[src/rtl/uart_pkg.sv]
// Shared UART definitions: receiver state encoding and small helper functions.
// Intended for reuse by both the receiver and the transmitter.
package uart_pkg;

  typedef enum logic [2:0] {
    IDLE   = 3'd0,
    START  = 3'd1,
    DATA   = 3'd2,
    PARITY = 3'd3,
    STOP   = 3'd4
  } rx_state_t;

  // Number of words packed into one output group.
  function automatic int num_words(input int w_out, input int bits);
    return w_out / bits;
  endfunction

  // Even parity over up to 32 data bits (zero-extend narrower words).
  function automatic logic even_parity(input logic [31:0] data);
    return ^data;
  endfunction

endpackage

[src/rtl/uart_rx_sampler.sv]
// Line conditioning for the UART receiver: 2-flop synchronizer on rx and the
// per-bit decision value. With UART_RX_MAJORITY_EN defined, the decision value
// is a 2-of-3 vote over the current and two previous synchronized samples;
// otherwise it is the synchronized line itself.
module uart_rx_sampler (
  input  logic clk,
  input  logic rst,
  input  logic rx,
  output logic rxs,
  output logic sample
);

  logic sync1_r;
  logic sync2_r;

  // Two-stage synchronizer; resets to the idle (high) line level.
  always_ff @(posedge clk) begin
    if (rst) begin
      sync1_r <= 1'b1;
      sync2_r <= 1'b1;
    end else begin
      sync1_r <= rx;
      sync2_r <= sync1_r;
    end
  end

  assign rxs = sync2_r;

`ifdef UART_RX_MAJORITY_EN
  logic [1:0] hist_r;

  function automatic logic maj3(input logic a, input logic b, input logic c);
    return (a & b) | (a & c) | (b & c);
  endfunction

  // History of the two previous synchronized samples for the vote.
  always_ff @(posedge clk) begin
    if (rst) begin
      hist_r <= 2'b11;
    end else begin
      hist_r <= {hist_r[0], sync2_r};
    end
  end

  assign sample = maj3(sync2_r, hist_r[0], hist_r[1]);
`else
  assign sample = sync2_r;
`endif

endmodule

[src/rtl/uart_rx_deframer.sv]
// UART receive deframer: start/data/parity/stop deframing with even-parity
// check, assembly of NUM_WORDS words into a W_OUT-bit group, and a
// valid/ready output stream with overrun and frame-error pulses.
// Optional build macro: UART_RX_MAJORITY_EN (majority-vote bit decisions,
// decision point moved one cycle later).
module uart_rx_deframer
  import uart_pkg::*;
#(
  parameter int CLOCKS_PER_PULSE = 16,
  parameter int BITS_PER_WORD    = 8,
  parameter int W_OUT            = 24
) (
  input  logic             clk,
  input  logic             rst,
  input  logic             rx,
  output logic [W_OUT-1:0] m_data,
  output logic             m_valid,
  input  logic             m_ready,
  output logic             m_error,
  output logic             frame_err,
  output logic             overrun
);

  localparam int NUM_WORDS = num_words(W_OUT, BITS_PER_WORD);
  localparam int CNT_W     = $clog2(CLOCKS_PER_PULSE);
  localparam int BIT_W     = $clog2(BITS_PER_WORD + 1);
  localparam int WIDX_W    = (NUM_WORDS > 1) ? $clog2(NUM_WORDS) : 1;

`ifdef UART_RX_MAJORITY_EN
  localparam int SAMPLE_OFS = 1;
`else
  localparam int SAMPLE_OFS = 0;
`endif

  // The start decision carries the vote offset; later bit decisions sit a
  // whole bit period apart and so inherit the same offset automatically.
  localparam logic [CNT_W-1:0] START_PT = CNT_W'(CLOCKS_PER_PULSE / 2 - 1 + SAMPLE_OFS);
  localparam logic [CNT_W-1:0] BIT_END  = CNT_W'(CLOCKS_PER_PULSE - 1);
  localparam logic [BIT_W-1:0] LAST_BIT = BIT_W'(BITS_PER_WORD - 1);
  localparam logic [WIDX_W-1:0] LAST_WORD = WIDX_W'(NUM_WORDS - 1);

  rx_state_t                                   state_r;
  logic [CNT_W-1:0]                            cnt_r;
  logic [BIT_W-1:0]                            bit_r;
  logic [WIDX_W-1:0]                           widx_r;
  logic [BITS_PER_WORD-1:0]                    word_r;
  logic [NUM_WORDS-1:0][BITS_PER_WORD-1:0]     group_r;
  logic                                        perr_r;
  logic                                        err_acc_r;

  logic                                        rxs_s;
  logic                                        sample_s;
  logic [NUM_WORDS-1:0][BITS_PER_WORD-1:0]     next_group_s;

  uart_rx_sampler u_sampler (
    .clk    (clk),
    .rst    (rst),
    .rx     (rx),
    .rxs    (rxs_s),
    .sample (sample_s)
  );

  // Group contents with the just-received word placed at the current index.
  always_comb begin
    next_group_s = group_r;
    for (int i = 0; i < NUM_WORDS; i++) begin
      if (widx_r == WIDX_W'(i)) begin
        next_group_s[i] = word_r;
      end else begin
        next_group_s[i] = group_r[i];
      end
    end
  end

  // Deframing FSM, group assembly and output stream registers.
  always_ff @(posedge clk) begin
    if (rst) begin
      state_r   <= IDLE;
      cnt_r     <= '0;
      bit_r     <= '0;
      widx_r    <= '0;
      word_r    <= '0;
      group_r   <= '0;
      perr_r    <= 1'b0;
      err_acc_r <= 1'b0;
      m_data    <= '0;
      m_valid   <= 1'b0;
      m_error   <= 1'b0;
      frame_err <= 1'b0;
      overrun   <= 1'b0;
    end else begin
      frame_err <= 1'b0;
      overrun   <= 1'b0;
      // Handshake completes; a group finishing this cycle re-raises valid below.
      if (m_valid && m_ready) begin
        m_valid <= 1'b0;
      end

      case (state_r)
        IDLE: begin
          cnt_r <= '0;
          if (!rxs_s) begin
            state_r <= START;
          end
        end

        START: begin
          if (cnt_r == START_PT) begin
            cnt_r <= '0;
            bit_r <= '0;
            // A high line at mid-start is a glitch, not a frame.
            state_r <= sample_s ? IDLE : DATA;
          end else begin
            cnt_r <= cnt_r + CNT_W'(1);
          end
        end

        DATA: begin
          if (cnt_r == BIT_END) begin
            cnt_r  <= '0;
            word_r <= {sample_s, word_r[BITS_PER_WORD-1:1]};
            if (bit_r == LAST_BIT) begin
              bit_r   <= '0;
              state_r <= PARITY;
            end else begin
              bit_r <= bit_r + BIT_W'(1);
            end
          end else begin
            cnt_r <= cnt_r + CNT_W'(1);
          end
        end

        PARITY: begin
          if (cnt_r == BIT_END) begin
            cnt_r   <= '0;
            perr_r  <= sample_s ^ even_parity(32'(word_r));
            state_r <= STOP;
          end else begin
            cnt_r <= cnt_r + CNT_W'(1);
          end
        end

        STOP: begin
          if (cnt_r == BIT_END) begin
            cnt_r   <= '0;
            state_r <= IDLE;
            if (sample_s) begin
              if (widx_r == LAST_WORD) begin
                widx_r    <= '0;
                err_acc_r <= 1'b0;
                if (!m_valid || m_ready) begin
                  m_data  <= next_group_s;
                  m_error <= err_acc_r | perr_r;
                  m_valid <= 1'b1;
                end else begin
                  overrun <= 1'b1;
                end
              end else begin
                group_r   <= next_group_s;
                err_acc_r <= err_acc_r | perr_r;
                widx_r    <= widx_r + WIDX_W'(1);
              end
            end else begin
              // Broken frame: drop the word and restart group alignment.
              frame_err <= 1'b1;
              widx_r    <= '0;
              err_acc_r <= 1'b0;
            end
          end else begin
            cnt_r <= cnt_r + CNT_W'(1);
          end
        end

        default: begin
          state_r <= IDLE;
          cnt_r   <= '0;
        end
      endcase
    end
  end

endmodule

[config.mk]
export PLATFORM = sky130hd
export DESIGN_NAME = uart_rx_deframer
export DESIGN_NICKNAME = d
export VERILOG_FILES = /design/src/rtl/uart_pkg.sv /design/src/rtl/uart_rx_sampler.sv /design/src/rtl/uart_rx_deframer.sv
export SDC_FILE = /design/constraint.sdc
export NUM_CORES = 1
export LEC_CHECK = 0
export BUFFER_PORTS_ARGS = -buffer_cell sky130_fd_sc_hd__buf_2
export CAP_MARGIN = 30
export CORE_MARGIN = 2
export CORE_UTILIZATION = 28
export DETAILED_ROUTE_END_ITERATION = 10
export MAX_ROUTING_LAYER = met4
export SLEW_MARGIN = 15
export SYNTH_ARGS = -nofsm -noshare
export SYNTH_HDL_FRONTEND = slang
export SYNTH_SLANG_ARGS = --single-unit
[constraint.sdc]
create_clock -name clk -period 1.85 [get_ports clk]
set_input_delay 0 -clock clk [delete_from_list [all_inputs] [get_ports clk]]
set_output_delay 0 -clock clk [all_outputs]
set_load 0.01 [all_outputs]
==> out/qor.yml, run 1 <==
outcome: "completed"
finalCritPeriodShare_pct: 92.97
clockBufferDepth: 2
grt_antenna_before_repair: 0
synth_edf_count: 0
layout_min_cycle_time_ps: 1720
rsz0062_at_grt: "false"
mappedNetlistArea_sq_um: 3027
flow.area_growth_from_synthesis_pct: 21.91
drt.antenna.violating_nets: 0
report.final.hold_viol_count: 0
power_per_cell_area_nw_per_um2: 832.1
num-nets-final: 381
power.total_uw: 3070
power.static_leakage_uw: 0.001459
gpl.final_weighted_congestion: 0.7944
timing.hold.worst.class: "input port to flip-flop"
route.vias.total: 2583
synth-xor-area-share_pct: 2.935
place.detailed.hpwl_um: 5040
postSynthNetCount: 345
die_x_um: 108.0
synth_compound_area_share_pct: 18.44
final_layout_size_suffix_gt1_share_pct: 22.89
synthArstFlopShare_pct: 0
drt_wl_total_um: 7369
timing.fmax_ghz: 0.5814
yosys-top-cells-area: "dfxtp_1 46%, mux2i_1 7.9%, a21oi_1 6.9%, nand3_1 3.3%, o21ai_0 3.3%"
synth.area.mux_share_pct: 7.937
numCtsBuffers: 9
cp-start-kind: "flip-flop"
largest_family_of_logic_cells_by_synthesized_area: "compound AO/OA/AOI/OAI gates"
multi_input_area_sq_um: 1465
cp.arrival_ps: 1990
slew_headroom_pct: 57.53
critical_path.max_stage_delay_ps: 510
tightest_slew_ps: 637.1
worst-path-buf-inv: 1
die_h_um: 108.0
cts.reportedPaths.clkPinSlew_ps: 80
grt_pass1_wl_um: 11850
num-fill-cells: 1067
worst_clock_skew_ps: 7.255
mostFrequentLayoutCells: "68 x dfxtp_1, 42 x a21oi_1, 31 x buf_2, 28 x buf_4, 25 x nor2_1"
final_core_util_pct: 35.42
sequential_cell_area_sq_um: 1383
floorplan.die_area_sq_um: 11660
synth_sequential_area_ratio_pct: 45.64
worstPathMaxFanout: 11
core_region_area_sq_um: 10420
fin_tns_setup_ps: 0
grt_start_max_net_pins: 39
first_iter_violations: 110
port_buffers: 31
post_cts_setup_repair_buffer_count: 0
yosys.area_share.adder_pct: 0.8268
crit_slowest_cell: "or3b_2"
tritoncts: "yes"
yosysWarnings: 0
final-setup-viol-count: 0
layout_commonest_cell: "dfxtp_1"
start_util_pct: 29.06
synth_area_in_simple_gates_pct: 18.23
detailedRoute.firstPassIterationCount: 4
clock_tree.root_cell: "clkbuf_8"
vdd.ir_drop.worst_mv: 0.4086
crit_family: "simple AND/OR/NAND/NOR gates"
placement_rows: 37
synth_top_flop_cell: "dfxtp_1"
io-pin-count: 32
netlist.area_leader.share_pct: 45.64
cp_cell_sequence: "buf_4 -> or3b_2 -> a31oi_1 -> nand4_1 -> a21oi_1"
cts-htree-levels: 3
cap_viol_max_count: 0
viasPerCell: 5.006
endpoint_kind: "flip-flop"
grt_usage_pct: 13.54
slew_viol_final: 0
synth_top_cell_by_area: "dfxtp_1"
post_synth_inst_count: 339
worstSkewPairLatency_ps: 340
antenna_cells: 0
synth_area_per_inst_sq_um: 8.928
worstSetupPathType: "flip-flop to flip-flop"
cp.required_ps: 2120
first_global_vias: 2417
clock-sinks: 69
drc_errors: 0
ys_ff_latch: 69
count_of_unique_library_cells_instantiated_by_yosys: 48
route.detailed.wl_per_inst_um: 14.28
grt-ovfl-total: 0
[worst register-to-register path: stages (launching register included)]
cell	delay, ps
dfxtp_1	340
buf_4	180
or3b_2	510
a31oi_1	330
nand4_1	140
a21oi_1	150
[registers in the layout, summed over array words and instances (netlist names), 2 cells and up]
name,flops
m_data,24
group_r,16
word_r,8
bit_r,4
cnt_r,4
state_r,3
widx_r,2
[worst paths after layout]
kind                    to               from  cells past startpoint  slack, ps
max               bit_r[3]         state_r[2]                      5        130
min              word_r[7]                rst                      2        160
max reg2reg       bit_r[3]         state_r[2]                      5        130
min reg2reg  u_sampler.rxs  u_sampler.sync1_r                      1        430
[synth_stat cells, drive strengths merged, types with 2 or more instances]
cell	instances
a211oi	10
a21oi	42
a311oi	8
a31oi	2
and3	2
buf	16
clkbuf	21
dfxtp	69
ha	2
inv	2
mux2i	24
nand2	24
nand2b	3
nand3	20
nand3b	3
nand4	5
nor2	26
nor2b	4
nor3	7
nor3b	4
o21ai	20
o21bai	2
or2	3
or3b	2
xnor2	3
xnor3	2
xor2	2
[kinds of logic after synthesis]
logic type,count (synthesis)
buffers and inverters,39
AND/OR/NAND/NOR,107
adder cells (fa/ha/maj),2
AO/OA/AOI/OAI,91
flip-flops,69
multiplexers,24
XOR/XNOR,7
[what timing repair did]
action	CTS	global route
setup endpoints to repair	0	9
resized for setup	0	3
endpoints found under the hold margin	1	0
hold buffers	1	0
[per-layer routing]
layer | wire length [um] | vias to the layer above | global-route usage, %
li1 | - | 1286 | -
met1 | 3674 | 1223 | 17.86
met2 | 3271 | 68 | 20.35
met3 | 353 | 6 | 2.833
met4 | 70 | 0 | 5.220
met5 | 0 | - | -
[cell type report]
class	instances	share of cell area (%)
multi-input combinational	231	39.71
sequential	69	37.47
timing repair buffer	62	11.26
tap	136	4.612
clock buffer	11	3.832
clock inverter	5	2.916
inverter	2	0.2035
[where the power goes]
part | leakage (uW) | switching, uW | internal, uW
Clock | 0.000124 | 582 | 938
Sequential | 0.000557 | 6.41 | 1490
Combinational | 0.000778 | 35.6 | 20.4
[through the flow]
step	setup slack, ps	area (sq um)	hold WS (ps)	instances
2_1_floorplan	152.3	3027	103.8	339
3_3_place_gp	136.4	3428	186.2	499
3_5_place_dp	96.09	3428	190.4	499
4_1_cts	75.96	3687	136.3	516
5_1_grt	26.08	3690	185.2	516
6_report	130.1	3690	156.2	516
(Power assumes the default switching activity.)
==> run 2, diff against run 1 <==
--- a/config.mk
+++ b/config.mk
@@ -11,6 +11,7 @@
 export CORE_UTILIZATION = 28
 export DETAILED_ROUTE_END_ITERATION = 10
 export MAX_ROUTING_LAYER = met4
+export PLACE_DENSITY_LB_ADDON = 0.25
 export SLEW_MARGIN = 15
 export SYNTH_ARGS = -nofsm -noshare
 export SYNTH_HDL_FRONTEND = slang
==> out/qor.yml, run 2 (same netlist as run 1, synthesis figures left out) <==
viasPerCell: 4.956
power.share.clock_pct: 49.8
port_buffers: 31
rsz0062_at_grt: "false"
slew_viol_final: 0
numCtsBuffers: 9
largest_register: "m_data"
worstPathMaxFanout: 14
route.detailed.wl_per_inst_um: 14.37
grt-ovfl-total: 0
die_h_um: 108.0
grt_pass1_wl_um: 12250
gpl.final_weighted_congestion: 0.7737
layout_min_cycle_time_ps: 1704
timing.fmax_ghz: 0.5868
num-nets-final: 382
power_switching_uw: 645.1
antenna_cells: 0
first_iter_violations: 161
power_per_cell_area_nw_per_um2: 833.5
endpoint_kind: "flip-flop"
timing.hold.ws_ps: 134.8
grt_start_max_net_pins: 43
start_util_pct: 29.06
power.static_leakage_uw: 0.001469
route.vias.total: 2562
layout_commonest_cell: "dfxtp_1"
num-fill-cells: 1090
clockBufferDepth: 2
post_cts_setup_repair_buffer_count: 0
final-setup-viol-count: 0
place.detailed.hpwl_um: 4862
drt.antenna.violating_nets: 0
tightest_slew_ps: 582.1
netSwitchingFraction_pct: 20.91
cp.required_ps: 2100
cts.reportedPaths.clkPinSlew_ps: 80
vdd.ir_drop.worst_mv: 0.3208
io-pin-count: 32
flow.area_growth_from_synthesis_pct: 22.32
reg_top3: "m_data x24, group_r x16, word_r x8"
cap_viol_max_count: 0
tritoncts: "yes"
internal_power_uw: 2441
grt_antenna_before_repair: 0
drc_errors: 0
power.total_uw: 3086
first_global_vias: 2450
worst_clock_skew_ps: 10.20
power.share.combinational_pct: 1.8
outcome: "completed"
timing.hold.worst.class: "input port to flip-flop"
clock_tree.root_cell: "clkbuf_8"
seq_power_share_pct: 48.4
slew_headroom_pct: 61.19
worstSetupPathType: "flip-flop to flip-flop"
final-instance-count-excl-fill: 517
placement_rows: 37
core_region_area_sq_um: 10420
cp-start-kind: "flip-flop"
drt_wl_total_um: 7429
report.final.hold_viol_count: 0
floorplan.die_area_sq_um: 11660
grt_usage_pct: 13.80
dp_cells: 500
cp.arrival_ps: 1950
worstSkewPairLatency_ps: 350
detailedRoute.firstPassIterationCount: 5
finalCritPeriodShare_pct: 92.12
die_x_um: 108.0
clock-sinks: 69
final_layout_size_suffix_gt1_share_pct: 23.36
cts-htree-levels: 3
largest_reg_flops: 24
mostFrequentLayoutCells: "68 x dfxtp_1, 42 x a21oi_1, 31 x buf_2, 28 x buf_4, 25 x nor2_1"
[run 2: worst max-delay path, cell delays in order, from the launching register on]
cell,delay (ps)
dfxtp_1,360
ha_1,190
and3_4,260
and4_1,250
buf_6,170
a21oi_1,80
a311oi_1,270
[run 2: repair_timing]
item,in CTS,in global routing
resized for setup,1,4
endpoints found under the hold margin,1,0
hold buffers,1,0
setup endpoints to repair,3,9
pin swaps,0,0
[run 2: worst paths after layout]
kind	startpoint	endpoint	slack [ps]	cells past startpoint
worst max register to register	cnt_r[0]	m_data[4]	150	6
worst min-delay path	rst	word_r[7]	130	2
worst max-delay path	cnt_r[0]	m_data[4]	150	6
worst min register to register	u_sampler.sync1_r	u_sampler.rxs	420	1
[run 2: power groups by stage]
| stage | Sequential [uW] | Combinational [uW] | Clock [uW] |
|---|---|---|---|
| floorplan | 1530 | 41.2 | 0 |
| global placement | 1530 | 53.9 | 0 |
| detailed placement | 1530 | 55.1 | 0 |
| CTS | 1490 | 56.8 | 1570 |
| global route | 1490 | 61.7 | 1610 |
| finish | 1490 | 56.3 | 1540 |
[run 2: final cells by class]
type | count | area (sq um) | area share, %
Timing Repair Buffer | 63 | 426.7 | 11.52
Sequential cell | 69 | 1383 | 37.34
Clock inverter | 6 | 108.9 | 2.940
Multi-Input combinational cell | 231 | 1469 | 39.68
Clock buffer | 10 | 137.6 | 3.717
Tap cell | 136 | 170.2 | 4.596
Inverter | 2 | 7.507 | 0.2028
[run 2: layer usage]
metal	global-route usage [%]	wire length [um]	up-vias
met5	-	0	-
met4	4.853	112	0
met3	3.315	293	11
met2	20.75	3284	52
met1	18.13	3738	1216
li1	-	-	1283
[run 2: stage by stage]
| stage | setup TNS, ps | cell area, sq um | utilization (%) | setup slack (ps) |
|---|---|---|---|---|
| 4_1_cts | 0 | 3694 | 35.46 | 43.95 |
| 3_5_place_dp | -25.61 | 3436 | 32.99 | -25.61 |
| 3_3_place_gp | 0 | 3436 | 32.99 | 112.9 |
| 6_report | 0 | 3702 | 35.54 | 145.8 |
| 5_1_grt | 0 | 3702 | 35.54 | 8.368 |
| 2_1_floorplan | 0 | 3027 | - | 152.3 |
